**src/rtl/qspi_rom_ctrl_pkg.sv**
```systemverilog
`default_nettype none
// +----------------------------------------------------------------------------+
// | qspi_pkg                                                                   |
// | Shared constants and state encoding for the QSPI ROM read controller.      |
// | Rev 1.0                                                                    |
// +----------------------------------------------------------------------------+
package qspi_pkg;

  localparam int ADDR_BITS_DEF = 24;
  localparam int CMD_LEN       = 8;
  localparam int ADDR_LEN      = ADDR_BITS_DEF / 4;
  localparam int DUMMY_LEN     = 6;

  localparam logic [7:0] CMD_READ = 8'hEB;

  // Flash edge index of the first data-nibble sample; the emulator bench uses it too.
  localparam int FIRST_NIBBLE_EDGE = CMD_LEN + ADDR_LEN + DUMMY_LEN;

  typedef logic [2:0] state_t;
  localparam state_t ST_IDLE   = 3'd0;
  localparam state_t ST_CMD    = 3'd1;
  localparam state_t ST_ADDR   = 3'd2;
  localparam state_t ST_DUMMY  = 3'd3;
  localparam state_t ST_STREAM = 3'd4;

  function automatic int first_nibble_edge(input int addr_bits, input int dummy);
    return CMD_LEN + addr_bits / 4 + dummy;
  endfunction

endpackage
`default_nettype wire

```
**src/rtl/qspi_rom_ctrl_if.sv**
```systemverilog
`default_nettype none
// +----------------------------------------------------------------------------+
// | qspi_rom_ctrl_if                                                           |
// | CPU fetch request/response bus plus the QSPI pad signals.                  |
// | Rev 1.0                                                                    |
// +----------------------------------------------------------------------------+
interface qspi_rom_ctrl_if #(
  parameter int ADDR_BITS = 24
);
  logic                 req_valid;
  logic [ADDR_BITS-1:0] req_addr;
  logic                 req_ready;
  logic                 rsp_valid;
  logic [7:0]           rsp_data;
  logic                 qspi_select;
  logic [3:0]           qspi_io_out;
  logic [3:0]           qspi_io_oe;
  logic [3:0]           qspi_io_in;

  modport slave (
    input  req_valid, req_addr, qspi_io_in,
    output req_ready, rsp_valid, rsp_data, qspi_select, qspi_io_out, qspi_io_oe
  );

  modport master (
    output req_valid, req_addr, qspi_io_in,
    input  req_ready, rsp_valid, rsp_data, qspi_select, qspi_io_out, qspi_io_oe
  );
endinterface
`default_nettype wire

```
**src/rtl/qspi_rom_ctrl_nibble_assembler.sv**
```systemverilog
`default_nettype none
// +----------------------------------------------------------------------------+
// | qspi_nibble_assembler                                                      |
// | Pairs high/low data nibbles into bytes and tracks the streaming address.   |
// | Rev 1.0                                                                    |
// +----------------------------------------------------------------------------+
module qspi_nibble_assembler
  import qspi_pkg::*;
#(
  parameter int ADDR_BITS = ADDR_BITS_DEF
) (
  input  wire logic                 clk,
  input  wire logic                 rst_n,
  input  wire logic                 load,
  input  wire logic [ADDR_BITS-1:0] load_addr,
  input  wire logic                 en,
  input  wire logic [3:0]           nibble,
  output logic                      byte_done,
  output logic [7:0]                byte_data,
  output logic [ADDR_BITS-1:0]      byte_addr
);

  logic                 r_have_hi;
  logic [3:0]           r_hi;
  logic [ADDR_BITS-1:0] r_stream_addr;

  always_ff @(posedge clk or negedge rst_n) begin
    if (!rst_n) begin
      r_have_hi     <= 1'b0;
      r_hi          <= 4'h0;
      r_stream_addr <= '0;
    end else if (load) begin
      r_have_hi     <= 1'b0;
      r_stream_addr <= load_addr;
    end else if (en) begin
      if (r_have_hi) begin
        r_have_hi     <= 1'b0;
        r_stream_addr <= r_stream_addr + ADDR_BITS'(1);
      end else begin
        r_have_hi <= 1'b1;
        r_hi      <= nibble;
      end
    end
  end

  // The byte is presented combinationally on the low-nibble edge so the owner can
  // write its buffer on the very edge that samples the low nibble.
  assign byte_done = en & r_have_hi;
  assign byte_data = {r_hi, nibble};
  assign byte_addr = r_stream_addr;

endmodule
`default_nettype wire

```
**src/rtl/qspi_rom_ctrl.sv**
```systemverilog
`default_nettype none
// +----------------------------------------------------------------------------+
// | qspi_rom_ctrl                                                              |
// | Quad-IO ROM read sequencer with a one-byte buffer and open-stream hits.    |
// | Rev 1.0                                                                    |
// +----------------------------------------------------------------------------+
module qspi_rom_ctrl
  import qspi_pkg::*;
#(
  parameter int         ADDR_BITS    = qspi_pkg::ADDR_BITS_DEF,
  parameter int         DUMMY_CYCLES = qspi_pkg::DUMMY_LEN,
  parameter logic [7:0] CMD_READ     = qspi_pkg::CMD_READ
) (
  input  wire logic      clk,
  input  wire logic      rst_n,
  qspi_rom_ctrl_if.slave bus
);

  localparam int         c_addr_len     = ADDR_BITS / 4;
  localparam logic [4:0] c_cmd_last     = 5'(CMD_LEN - 1);
  localparam logic [4:0] c_addr_last    = 5'(CMD_LEN + c_addr_len - 1);
  localparam logic [4:0] c_stream_start = 5'(first_nibble_edge(ADDR_BITS, DUMMY_CYCLES));

  state_t               r_state;
  logic [4:0]           r_cnt;
  logic                 r_select;
  logic [3:0]           r_io_out;
  logic [3:0]           r_io_oe;
  logic                 r_pending;
  logic [ADDR_BITS-1:0] r_req_addr;
  logic [ADDR_BITS-1:0] r_addr_sh;
  logic                 r_rsp_valid;
  logic [7:0]           r_rsp_data;
  logic                 r_buf_valid;
  logic [ADDR_BITS-1:0] r_buf_addr;
  logic [7:0]           r_buf_data;

  logic                 w_byte_done;
  logic [7:0]           w_byte_data;
  logic [ADDR_BITS-1:0] w_byte_addr;
  logic [ADDR_BITS-1:0] w_next_addr;
  logic                 w_accept;
  logic                 w_buf_hit;
  logic                 w_stream_hit;
  logic [7:0]           w_hit_data;
  logic                 w_pend_done;

  qspi_nibble_assembler #(
    .ADDR_BITS (ADDR_BITS)
  ) u_asm (
    .clk       (clk),
    .rst_n     (rst_n),
    .load      (r_state == ST_DUMMY),
    .load_addr (r_req_addr),
    .en        (r_state == ST_STREAM),
    .nibble    (bus.qspi_io_in),
    .byte_done (w_byte_done),
    .byte_data (w_byte_data),
    .byte_addr (w_byte_addr)
  );

  // Lookups see the buffer and stream address as they will be after this edge.
  assign w_next_addr  = w_byte_done ? (w_byte_addr + ADDR_BITS'(1)) : w_byte_addr;
  assign w_buf_hit    = w_byte_done ? (w_byte_addr == bus.req_addr)
                                    : (r_buf_valid && (r_buf_addr == bus.req_addr));
  assign w_hit_data   = w_byte_done ? w_byte_data : r_buf_data;
  assign w_stream_hit = (r_state == ST_STREAM) && (w_next_addr == bus.req_addr);
  assign w_accept     = bus.req_valid & ~r_pending;
  assign w_pend_done  = r_pending & w_byte_done & (w_byte_addr == r_req_addr);

  always_ff @(posedge clk or negedge rst_n) begin
    if (!rst_n) begin
      r_state     <= ST_IDLE;
      r_cnt       <= 5'd0;
      r_select    <= 1'b1;
      r_io_out    <= 4'h0;
      r_io_oe     <= 4'h0;
      r_pending   <= 1'b0;
      r_req_addr  <= '0;
      r_addr_sh   <= '0;
      r_rsp_valid <= 1'b0;
      r_rsp_data  <= 8'h00;
      r_buf_valid <= 1'b0;
      r_buf_addr  <= '0;
      r_buf_data  <= 8'h00;
    end else begin
      r_rsp_valid <= 1'b0;

      if (w_byte_done) begin
        r_buf_valid <= 1'b1;
        r_buf_addr  <= w_byte_addr;
        r_buf_data  <= w_byte_data;
      end

      if (w_pend_done) begin
        r_rsp_valid <= 1'b1;
        r_rsp_data  <= w_byte_data;
        r_pending   <= 1'b0;
      end

      // r_cnt is the index of the flash cycle whose value is launched at this edge.
      case (r_state)
        ST_CMD: begin
          r_select <= 1'b0;
          r_io_oe  <= 4'b0001;
          r_io_out <= {3'b000, CMD_READ[3'd7 - r_cnt[2:0]]};
          r_cnt    <= r_cnt + 5'd1;
          if (r_cnt == c_cmd_last) r_state <= ST_ADDR;
        end
        ST_ADDR: begin
          r_io_oe   <= 4'hF;
          r_io_out  <= r_addr_sh[ADDR_BITS-1 -: 4];
          r_addr_sh <= r_addr_sh << 4;
          r_cnt     <= r_cnt + 5'd1;
          if (r_cnt == c_addr_last) r_state <= ST_DUMMY;
        end
        ST_DUMMY: begin
          r_io_oe  <= 4'h0;
          r_io_out <= 4'h0;
          r_cnt    <= r_cnt + 5'd1;
          if (r_cnt == c_stream_start) r_state <= ST_STREAM;
        end
        default: begin
        end
      endcase

      if (w_accept) begin
        if (w_buf_hit) begin
          r_rsp_valid <= 1'b1;
          r_rsp_data  <= w_hit_data;
        end else if (w_stream_hit) begin
          r_pending  <= 1'b1;
          r_req_addr <= bus.req_addr;
        end else begin
          r_pending   <= 1'b1;
          r_req_addr  <= bus.req_addr;
          r_addr_sh   <= bus.req_addr;
          r_state     <= ST_CMD;
          r_cnt       <= 5'd0;
          r_select    <= 1'b1;
          r_io_oe     <= 4'h0;
          r_io_out    <= 4'h0;
          r_buf_valid <= 1'b0;
        end
      end
    end
  end

  assign bus.req_ready   = ~r_pending;
  assign bus.rsp_valid   = r_rsp_valid;
  assign bus.rsp_data    = r_rsp_data;
  assign bus.qspi_select = r_select;
  assign bus.qspi_io_out = r_io_out;
  assign bus.qspi_io_oe  = r_io_oe;

endmodule
`default_nettype wire
```
**src/flat_wrapper.sv**
```systemverilog
// flat-port wrapper written by rule: the top's interface ports become plain ports
module qspi_rom_ctrl_flat import qspi_pkg::*;
#(
  parameter int         ADDR_BITS    = qspi_pkg::ADDR_BITS_DEF,
  parameter int         DUMMY_CYCLES = qspi_pkg::DUMMY_LEN,
  parameter logic [7:0] CMD_READ     = qspi_pkg::CMD_READ
)
  (clk, rst_n, bus_req_valid, bus_req_addr, bus_qspi_io_in, bus_req_ready, bus_rsp_valid, bus_rsp_data, bus_qspi_select, bus_qspi_io_out, bus_qspi_io_oe);
  qspi_rom_ctrl_if #(.ADDR_BITS(ADDR_BITS)) bus_i ();
  input  wire logic clk;
  input  wire logic rst_n;
  input wire logic [$bits(bus_i.req_valid)-1:0] bus_req_valid;
  input wire logic [$bits(bus_i.req_addr)-1:0] bus_req_addr;
  input wire logic [$bits(bus_i.qspi_io_in)-1:0] bus_qspi_io_in;
  output wire logic [$bits(bus_i.req_ready)-1:0] bus_req_ready;
  output wire logic [$bits(bus_i.rsp_valid)-1:0] bus_rsp_valid;
  output wire logic [$bits(bus_i.rsp_data)-1:0] bus_rsp_data;
  output wire logic [$bits(bus_i.qspi_select)-1:0] bus_qspi_select;
  output wire logic [$bits(bus_i.qspi_io_out)-1:0] bus_qspi_io_out;
  output wire logic [$bits(bus_i.qspi_io_oe)-1:0] bus_qspi_io_oe;
  assign bus_i.req_valid = bus_req_valid;
  assign bus_i.req_addr = bus_req_addr;
  assign bus_i.qspi_io_in = bus_qspi_io_in;
  assign bus_req_ready = bus_i.req_ready;
  assign bus_rsp_valid = bus_i.rsp_valid;
  assign bus_rsp_data = bus_i.rsp_data;
  assign bus_qspi_select = bus_i.qspi_select;
  assign bus_qspi_io_out = bus_i.qspi_io_out;
  assign bus_qspi_io_oe = bus_i.qspi_io_oe;
  qspi_rom_ctrl #(.ADDR_BITS(ADDR_BITS), .DUMMY_CYCLES(DUMMY_CYCLES), .CMD_READ(CMD_READ)) u_core (.clk(clk), .rst_n(rst_n), .bus(bus_i));
endmodule
```
**config.mk**
```make
export PLATFORM = sky130hd
export DESIGN_NAME = qspi_rom_ctrl_flat
export DESIGN_NICKNAME = d
export VERILOG_FILES = /design/src/rtl/qspi_rom_ctrl_pkg.sv /design/src/rtl/qspi_rom_ctrl_if.sv /design/src/rtl/qspi_rom_ctrl_nibble_assembler.sv /design/src/rtl/qspi_rom_ctrl.sv /design/src/flat_wrapper.sv
export SDC_FILE = /design/constraint.sdc
export NUM_CORES = 1
export LEC_CHECK = 0
export BUFFER_PORTS_ARGS = -buffer_cell sky130_fd_sc_hd__buf_2
export CORE_AREA = 2 2 92 183
export DETAILED_ROUTE_END_ITERATION = 10
export DIE_AREA = 0 0 94 185
export PLACE_DENSITY = 0.69
export SETUP_SLACK_MARGIN = 0.1
export SYNTH_ARGS = -nofsm -noshare
export SYNTH_HDL_FRONTEND = slang
export SYNTH_SLANG_ARGS = --single-unit
```
**constraint.sdc**
```tcl
create_clock -name clk -period 3.05 [get_ports clk]
set_clock_uncertainty 0.05 [all_clocks]
set_input_delay 0.1525 -clock clk [delete_from_list [all_inputs] [get_ports clk]]
set_output_delay 0.1525 -clock clk [all_outputs]
set_load 0.005 [all_outputs]
```
## Word level (Yosys, flattened, before mapping)

Memories as Yosys holds them, arrays and structs flattened.
Cells that the tools add are included.

- Register bits: 137
- Bits in read-only memories: 8
- Bits of input ports: 31
- Output and inout port bits: 19
- Word-level logic and storage cells: 98
- Memories kept: 1

Memory list:

| name | words | width | rd ports | clocked after Yosys merged registers in | wr ports | line | text |
|---|---|---|---|---|---|---|---|
| (no name shown) | 8 | 1 | 1 | 0 | 0 | qspi_rom_ctrl.sv:106 | `r_io_out <= {3'b000, CMD_READ[3'd7 - r_cnt[2:0]]};` |

- $add $sub $neg: 3
- $lt $le $gt $ge: 1
- Equal/unequal tests: 11
- Muxes and demuxes: 50
- Bitwise gates (word level): 8
- Reduce and logical (&&, ||, !) cells: 8

Operators with widths:

| cell | count |
|---|---|
| 2-to-1 mux 24 bit | 8 |
| == test 24 bit | 4 |
| 2-to-1 mux 8 bit | 4 |
| adder 24 x 1 -> 24 bit (second input constant) | 1 |
| 2-to-1 mux 4 bit | 6 |
| one-hot mux 4 bit (3 select lines) | 2 |
| 2-to-1 mux 5 bit | 4 |
| 2-to-1 mux 1 bit | 19 |
| 2-to-1 mux 3 bit | 6 |
| one-hot mux 3 bit (3 select lines) | 1 |
| == test 3 x 2 -> 1 bit (second input constant) | 2 |
| adder 5 x 1 -> 5 bit (second input constant) | 1 |
| == test 5 x 3 -> 1 bit (second input constant) | 1 |
| == test 5 x 4 -> 1 bit (second input constant) | 1 |
| == test 5 bit (second input constant) | 1 |
| AND 1 bit | 4 |
| less-than comparator 3 x 4 -> 1 bit (second input constant) | 1 |
| inverter 1 bit | 4 |
| AND reduction 2 bit | 2 |
| nonzero test 2 bit | 2 |
| == test 3 x 1 -> 1 bit (second input constant) | 1 |
| == test 3 bit (second input constant) | 1 |
| AND reduction 3 bit | 1 |
| OR reduction 3 bit | 1 |
| other kinds (2) | 3 |

## Logic depth before layout (Yosys ltp)

- Word-level depth: 8
- Depth in mapped cells: 12
- Depth with buffers taken out: 9

## Modules after synthesis

From an unflattened synthesis, not the netlist that was laid out.

- Cell total of the unflattened synthesis: 729
- Area, all modules: 7826.3 µm²

By module, submodules not included:

| module | times used | cells an instance | area each (µm²) |
|---|---|---|---|
| qspi_rom_ctrl | 1 | 548 | 6190.9 |
| qspi_nibble_assembler | 1 | 181 | 1635.3 |

## Worst setup path after synthesis

Ideal clock, no wire load.

- Path kind: reg-to-reg
- Start point: reg u_core.r_state[1]
- End point: reg u_core.r_addr_sh[10]
- Arrival time: 2727 ps
- Required time: 2875 ps
- Path slack: 148 ps
- Cell stages (with the launch flop): 12
- Clock period less this slack: 2902 ps
- Cell sequence: dfrtp_1 -> clkbuf_2 -> nand4bb_1 -> buf_2 -> nor3_1 -> nand3_1 -> xnor2_1 -> a2111oi_0 -> nand4_1 -> o21bai_4 -> buf_6 -> mux2_2

- Cells in the longest elaborated chain, start to end: 8

Ends and longest elaborated chain:

| item | line | text |
|---|---|---|
| start: declaration | qspi_rom_ctrl.sv:24 | `state_t r_state;` |
| start signal: assignment | qspi_rom_ctrl.sv:73 | `r_state <= ST_IDLE;` |
| start signal: assignment | qspi_rom_ctrl.sv:108 | `if (r_cnt == c_cmd_last) r_state <= ST_ADDR;` |
| start signal: assignment | qspi_rom_ctrl.sv:115 | `if (r_cnt == c_addr_last) r_state <= ST_DUMMY;` |
| == test 3 bit | qspi_rom_ctrl.sv:55, qspi_rom_ctrl.sv:67 |  |
| AND 1 bit | qspi_rom_ctrl_nibble_assembler.sv:48 | `assign byte_done = en & r_have_hi;` |
| 2-to-1 mux 24 bit | qspi_rom_ctrl.sv:63 | `assign w_next_addr = w_byte_done ? (w_byte_addr + ADDR_BITS'(1)) : w_byte_addr;` |
| == test 24 bit | qspi_rom_ctrl.sv:67 | `assign w_stream_hit = (r_state == ST_STREAM) && (w_next_addr == bus.req_addr);` |
| logical AND 1 bit | qspi_rom_ctrl.sv:67 |  |
| 2-to-1 mux 24 bit | qspi_rom_ctrl.sv:131 | `end else if (w_stream_hit) begin` |
| 2-to-1 mux 24 bit | qspi_rom_ctrl.sv:128 | `if (w_buf_hit) begin` |
| 2-to-1 mux 24 bit * | qspi_rom_ctrl.sv:127 | `if (w_accept) begin` |
| end signal: assignment | qspi_rom_ctrl.sv:113 | `r_addr_sh <= r_addr_sh << 4;` |
| end signal: assignment | qspi_rom_ctrl.sv:137 | `r_addr_sh <= bus.req_addr;` |
| end: declaration | qspi_rom_ctrl.sv:31 | `logic [ADDR_BITS-1:0] r_addr_sh;` |

Mark *: on every way between the ends. The rest lies on a longest branch, timed or not.
A chain may end at the register's enable or synchronous reset.

## Worst setup path after layout

- Start point: reg u_core.u_asm.r_stream_addr[2], in the netlist u_core.u_asm.byte_addr[2]
- End point: reg u_core.r_addr_sh[4]

- Cells in the longest elaborated chain, start to end: 7

Ends and longest elaborated chain:

| item | line | text |
|---|---|---|
| start: declaration | qspi_rom_ctrl_nibble_assembler.sv:25 | `logic [ADDR_BITS-1:0] r_stream_addr;` |
| start signal: assignment | qspi_rom_ctrl_nibble_assembler.sv:34 | `r_stream_addr <= load_addr;` |
| start signal: assignment | qspi_rom_ctrl_nibble_assembler.sv:38 | `r_stream_addr <= r_stream_addr + ADDR_BITS'(1);` |
| adder 24 x 1 -> 24 bit | qspi_rom_ctrl.sv:63 |  |
| 2-to-1 mux 24 bit | qspi_rom_ctrl.sv:63 |  |
| == test 24 bit | qspi_rom_ctrl.sv:67 |  |
| logical AND 1 bit | qspi_rom_ctrl.sv:67 |  |
| 2-to-1 mux 24 bit | qspi_rom_ctrl.sv:131 |  |
| 2-to-1 mux 24 bit * | qspi_rom_ctrl.sv:128 |  |
| 2-to-1 mux 24 bit * | qspi_rom_ctrl.sv:127 |  |

Marks and branches as above.

==> flow_metrics.env <==
export IMPL_rsz0062_at_grt="yes"
export IMPL_cp_end_kind="register"
export IMPL_num_vias=6950
export IMPL_clkTransAtPathRegs_ns=0.06
export IMPL_postSynthAreaPerCell_um2=9.54
export IMPL_async_flop_share_pct=100
export IMPL_reg2reg_depth=10
export IMPL_leakagePower_nw=4.68
export IMPL_finalInstanceArea_um2=9880
export IMPL_io_pins=50
export IMPL_cts_made_buffers=17
export IMPL_syn2layout_area_growth_pct=24.9
export IMPL_cp_cell_sequence="buf_4 > xor2_1 > buf_4 > xnor2_1 > a31oi_1 > a2111oi_2 > nand4_1 > o21bai_4 > buf_12 > mux2_2"
export IMPL_wl_per_cell_um=21.4
export IMPL_maxSlewViolCount=0
export IMPL_clock_sinks=137
export IMPL_synth_cell_types=63
export IMPL_die_x_um=94
export IMPL_grt_max_degree=106
export IMPL_maxSlewHeadroom_pct=34.6
export IMPL_r2r_start="u_core.u_asm.byte_addr[2]$_DFFE_PN0P_"
export IMPL_ant_nets=0
export IMPL_final_setup_tns_ns=0
export IMPL_hpwl_um=18300
export IMPL_io_buffers=49
export IMPL_worstReg2RegEnd="u_core.r_addr_sh[4]$_DFF_PN0_"
export IMPL_vias_per_cell=5.95
export IMPL_worstPathMaxFanout=13
export IMPL_fmax_mhz=330
export IMPL_grt_pass1_vias=6732
export IMPL_synth_common_cells="nand2_1 (182), dfrtp_1 (136), mux2_2 (81)"
export IMPL_drtIter0Drc=681
export IMPL_hold_violations=0
export IMPL_worstPathArrival_ns=3.29
export IMPL_synth_edf_count=0
export IMPL_peakVddDrop_v=0.000469
export IMPL_regArea_um2=3430
export IMPL_synth_nets=865
export IMPL_fp_coreArea_um2=16100
export IMPL_antenna_found_initial=0
export IMPL_reg2reg_slack_ns=0.02
export IMPL_worstPathBufferInverterCount=3
export IMPL_n_antenna_cell=0
export IMPL_hold_class="primary input to register"
export IMPL_yosys_register_bits=137
export IMPL_synth_area_leader_cell="dfrtp_1"
export IMPL_die_area_um2=17400
export IMPL_postPlaceCellArea_um2=8890
export IMPL_power_density_nw_per_um2=426
export IMPL_track_usage_pct=29.4
export IMPL_final_nets=987
export IMPL_yosys_top_cells_area="dfrtp_1 (43%), mux2_2 (12%), nand2_1 (8.6%)"
export IMPL_cts_tree="yes"
export IMPL_yosysWarnings=0
export IMPL_cpPeakStageDelay_ns=0.43
export IMPL_place_congestion=1.07
export IMPL_multi_input_area_um2=4340
export IMPL_path_class="register to register"
export IMPL_crit_end="u_core.r_addr_sh[4]$_DFF_PN0_"
export IMPL_cts_htree_levels=4
export IMPL_cp_required_ns=3.31
export IMPL_cp_common_cell="buf_4"
export IMPL_grt_first_pass_wirelength_um=37900
export IMPL_cp_top_family="compound AO/OA/AOI/OAI gates"
export IMPL_clockBufferDepth=2
export IMPL_wirelength_um=25100
export IMPL_fin_crit_sh_pct=99.3
export IMPL_core_rowCount=66
export IMPL_drive_gt1_share_pct=30.8
export IMPL_power_total_mw=4.21
export IMPL_root_buffer="clkbuf_16"
export IMPL_global_route_overflow_total=0
export IMPL_initial_utilization_pct=49.2
export IMPL_cp_startpoint="u_core.u_asm.byte_addr[2]$_DFFE_PN0P_"
export IMPL_final_util_pct=61.4
export IMPL_fillers=1380
export IMPL_synth_top_cell_area_share_pct=43.0
export IMPL_fp_dieH_um=185
export IMPL_max_cap_viol_count=0
export IMPL_synth_seq_area_share_pct=43.3
export IMPL_netlist_instances=830
export IMPL_whs_path_depth=2
export IMPL_slowest_stage="dfrtp_1"
export IMPL_syn_area_um2=7920
export IMPL_route_detailed_drc=0
export IMPL_ys_flop_type="dfrtp_1"
export IMPL_tightest_slew_ns=0.981
export IMPL_cp_start_kind="register"
export IMPL_firstDrtPassIters=5
export IMPL_setup_viol=0
export IMPL_outcome="finished, final reports clean"
export IMPL_period_needed_ns=3.03
export IMPL_cp_depth=10
export IMPL_synth_most_common_cell="nand2_1"
export IMPL_clk_insertion_delay_late_ns=0.43
==> sequential cells by signal, summed over array words and instances, names as in the netlist <==
name	flops
u_core.r_cnt	5
u_core.r_buf_data	8
u_core.bus.rsp_data	8
u_core.r_buf_addr	24
u_core.u_asm.r_have_hi	1
u_core.u_asm.byte_addr	24
u_core.u_asm.r_hi	4
u_core.r_state	3
u_core.r_buf_valid	1
u_core.bus.qspi_io_oe	4
u_core.r_pending	1
u_core.bus.qspi_select	1
u_core.bus.qspi_io_out	4
u_core.r_addr_sh	24
u_core.r_req_addr	24
u_core.bus.rsp_valid	1
==> worst min-delay path by stage <==
stage                          start                            endpoint  slack, ns
global placement               rst_n  u_core.bus.qspi_io_oe[1]$_DFF_PN0_       0.30
finish              bus_req_addr[21]      u_core.r_addr_sh[21]$_DFF_PN0_       0.01
global route        bus_req_addr[21]      u_core.r_addr_sh[21]$_DFF_PN0_       0.01
detailed placement             rst_n  u_core.bus.qspi_io_oe[1]$_DFF_PN0_       0.30
CTS                 bus_req_addr[10]      u_core.r_addr_sh[10]$_DFF_PN0_      0.001
floorplan                      rst_n  u_core.bus.qspi_io_oe[0]$_DFF_PN0_      -0.19
==> routing by layer <==
layer  global-route usage [%]  up-vias  share of wire [%]
met5                        0        -                  0
met3                     4.68       78                4.3
met1                     36.5     3445                 39
li1                         -     3155                  -
met2                     46.9      272                 50
met4                     18.8        0                6.3
==> cells in the final DEF, fill, tap and decap left out, types with 4 or more instances in the layout <==
cell	count
nor4_1	18
nand2b_1	6
a221o_1	8
buf_12	6
nor2b_1	7
inv_1	7
buf_2	48
nor3_1	11
and2_1	5
nand4_1	30
a21boi_1	5
xnor2_1	49
nor2_1	39
xor2_1	39
nor4_2	6
clkbuf_16	18
buf_4	86
dfrtp_1	135
mux2_2	81
a21oi_1	7
o211ai_1	10
dlygate4sd3_1	13
o211a_1	6
buf_6	4
inv_6	5
a31oi_1	7
nand2_1	182
nand3_1	22
o21ai_0	22
==> layout make-up <==
cell class | count | area share [%]
multi-input cells | 631 | 43.9
flip-flops and latches | 137 | 34.7
repair buffers | 158 | 12.2
clock buffers | 18 | 4.44
well taps | 204 | 2.58
clock inverters | 14 | 1.87
inverters | 7 | 0.266
==> per-stage QoR <==
stage,setup WS [ns],hold WS (ns),cells
after floorplan,0.148,-0.193,830
after global placement,-0.134,0.297,1114
after detailed placement,-0.0202,0.297,1114
after CTS,0.124,0.00146,1159
after global routing,-0.0239,0.0119,1169
final,0.0208,0.0132,1169
==> report_power, final <==
| part | internal, mW | switching, mW |
|---|---|---|
| clock network | 1.33 | 0.864 |
| registers | 1.82 | 0 |
| logic | 0.0673 | 0.133 |
==> what timing repair did <==
action,in CTS,in global routing
setup buffers,0,8
cloned,0,2
hold buffers,13,0
hold endpoints to repair,125,0
pin swaps,2,2
setup endpoints to repair,41,50
gates resized for setup,11,21
==> kinds of logic after synthesis <==
family	after synthesis	synth area share, %
flops	137	43.3
compound gates	88	8.11
simple gates	368	22.6
xor+xnor	88	9.74
fa+ha+maj	4	0.632
buf+inv	62	3.87
mux	83	11.8
Note: power is estimated with default switching activity, not from simulation.
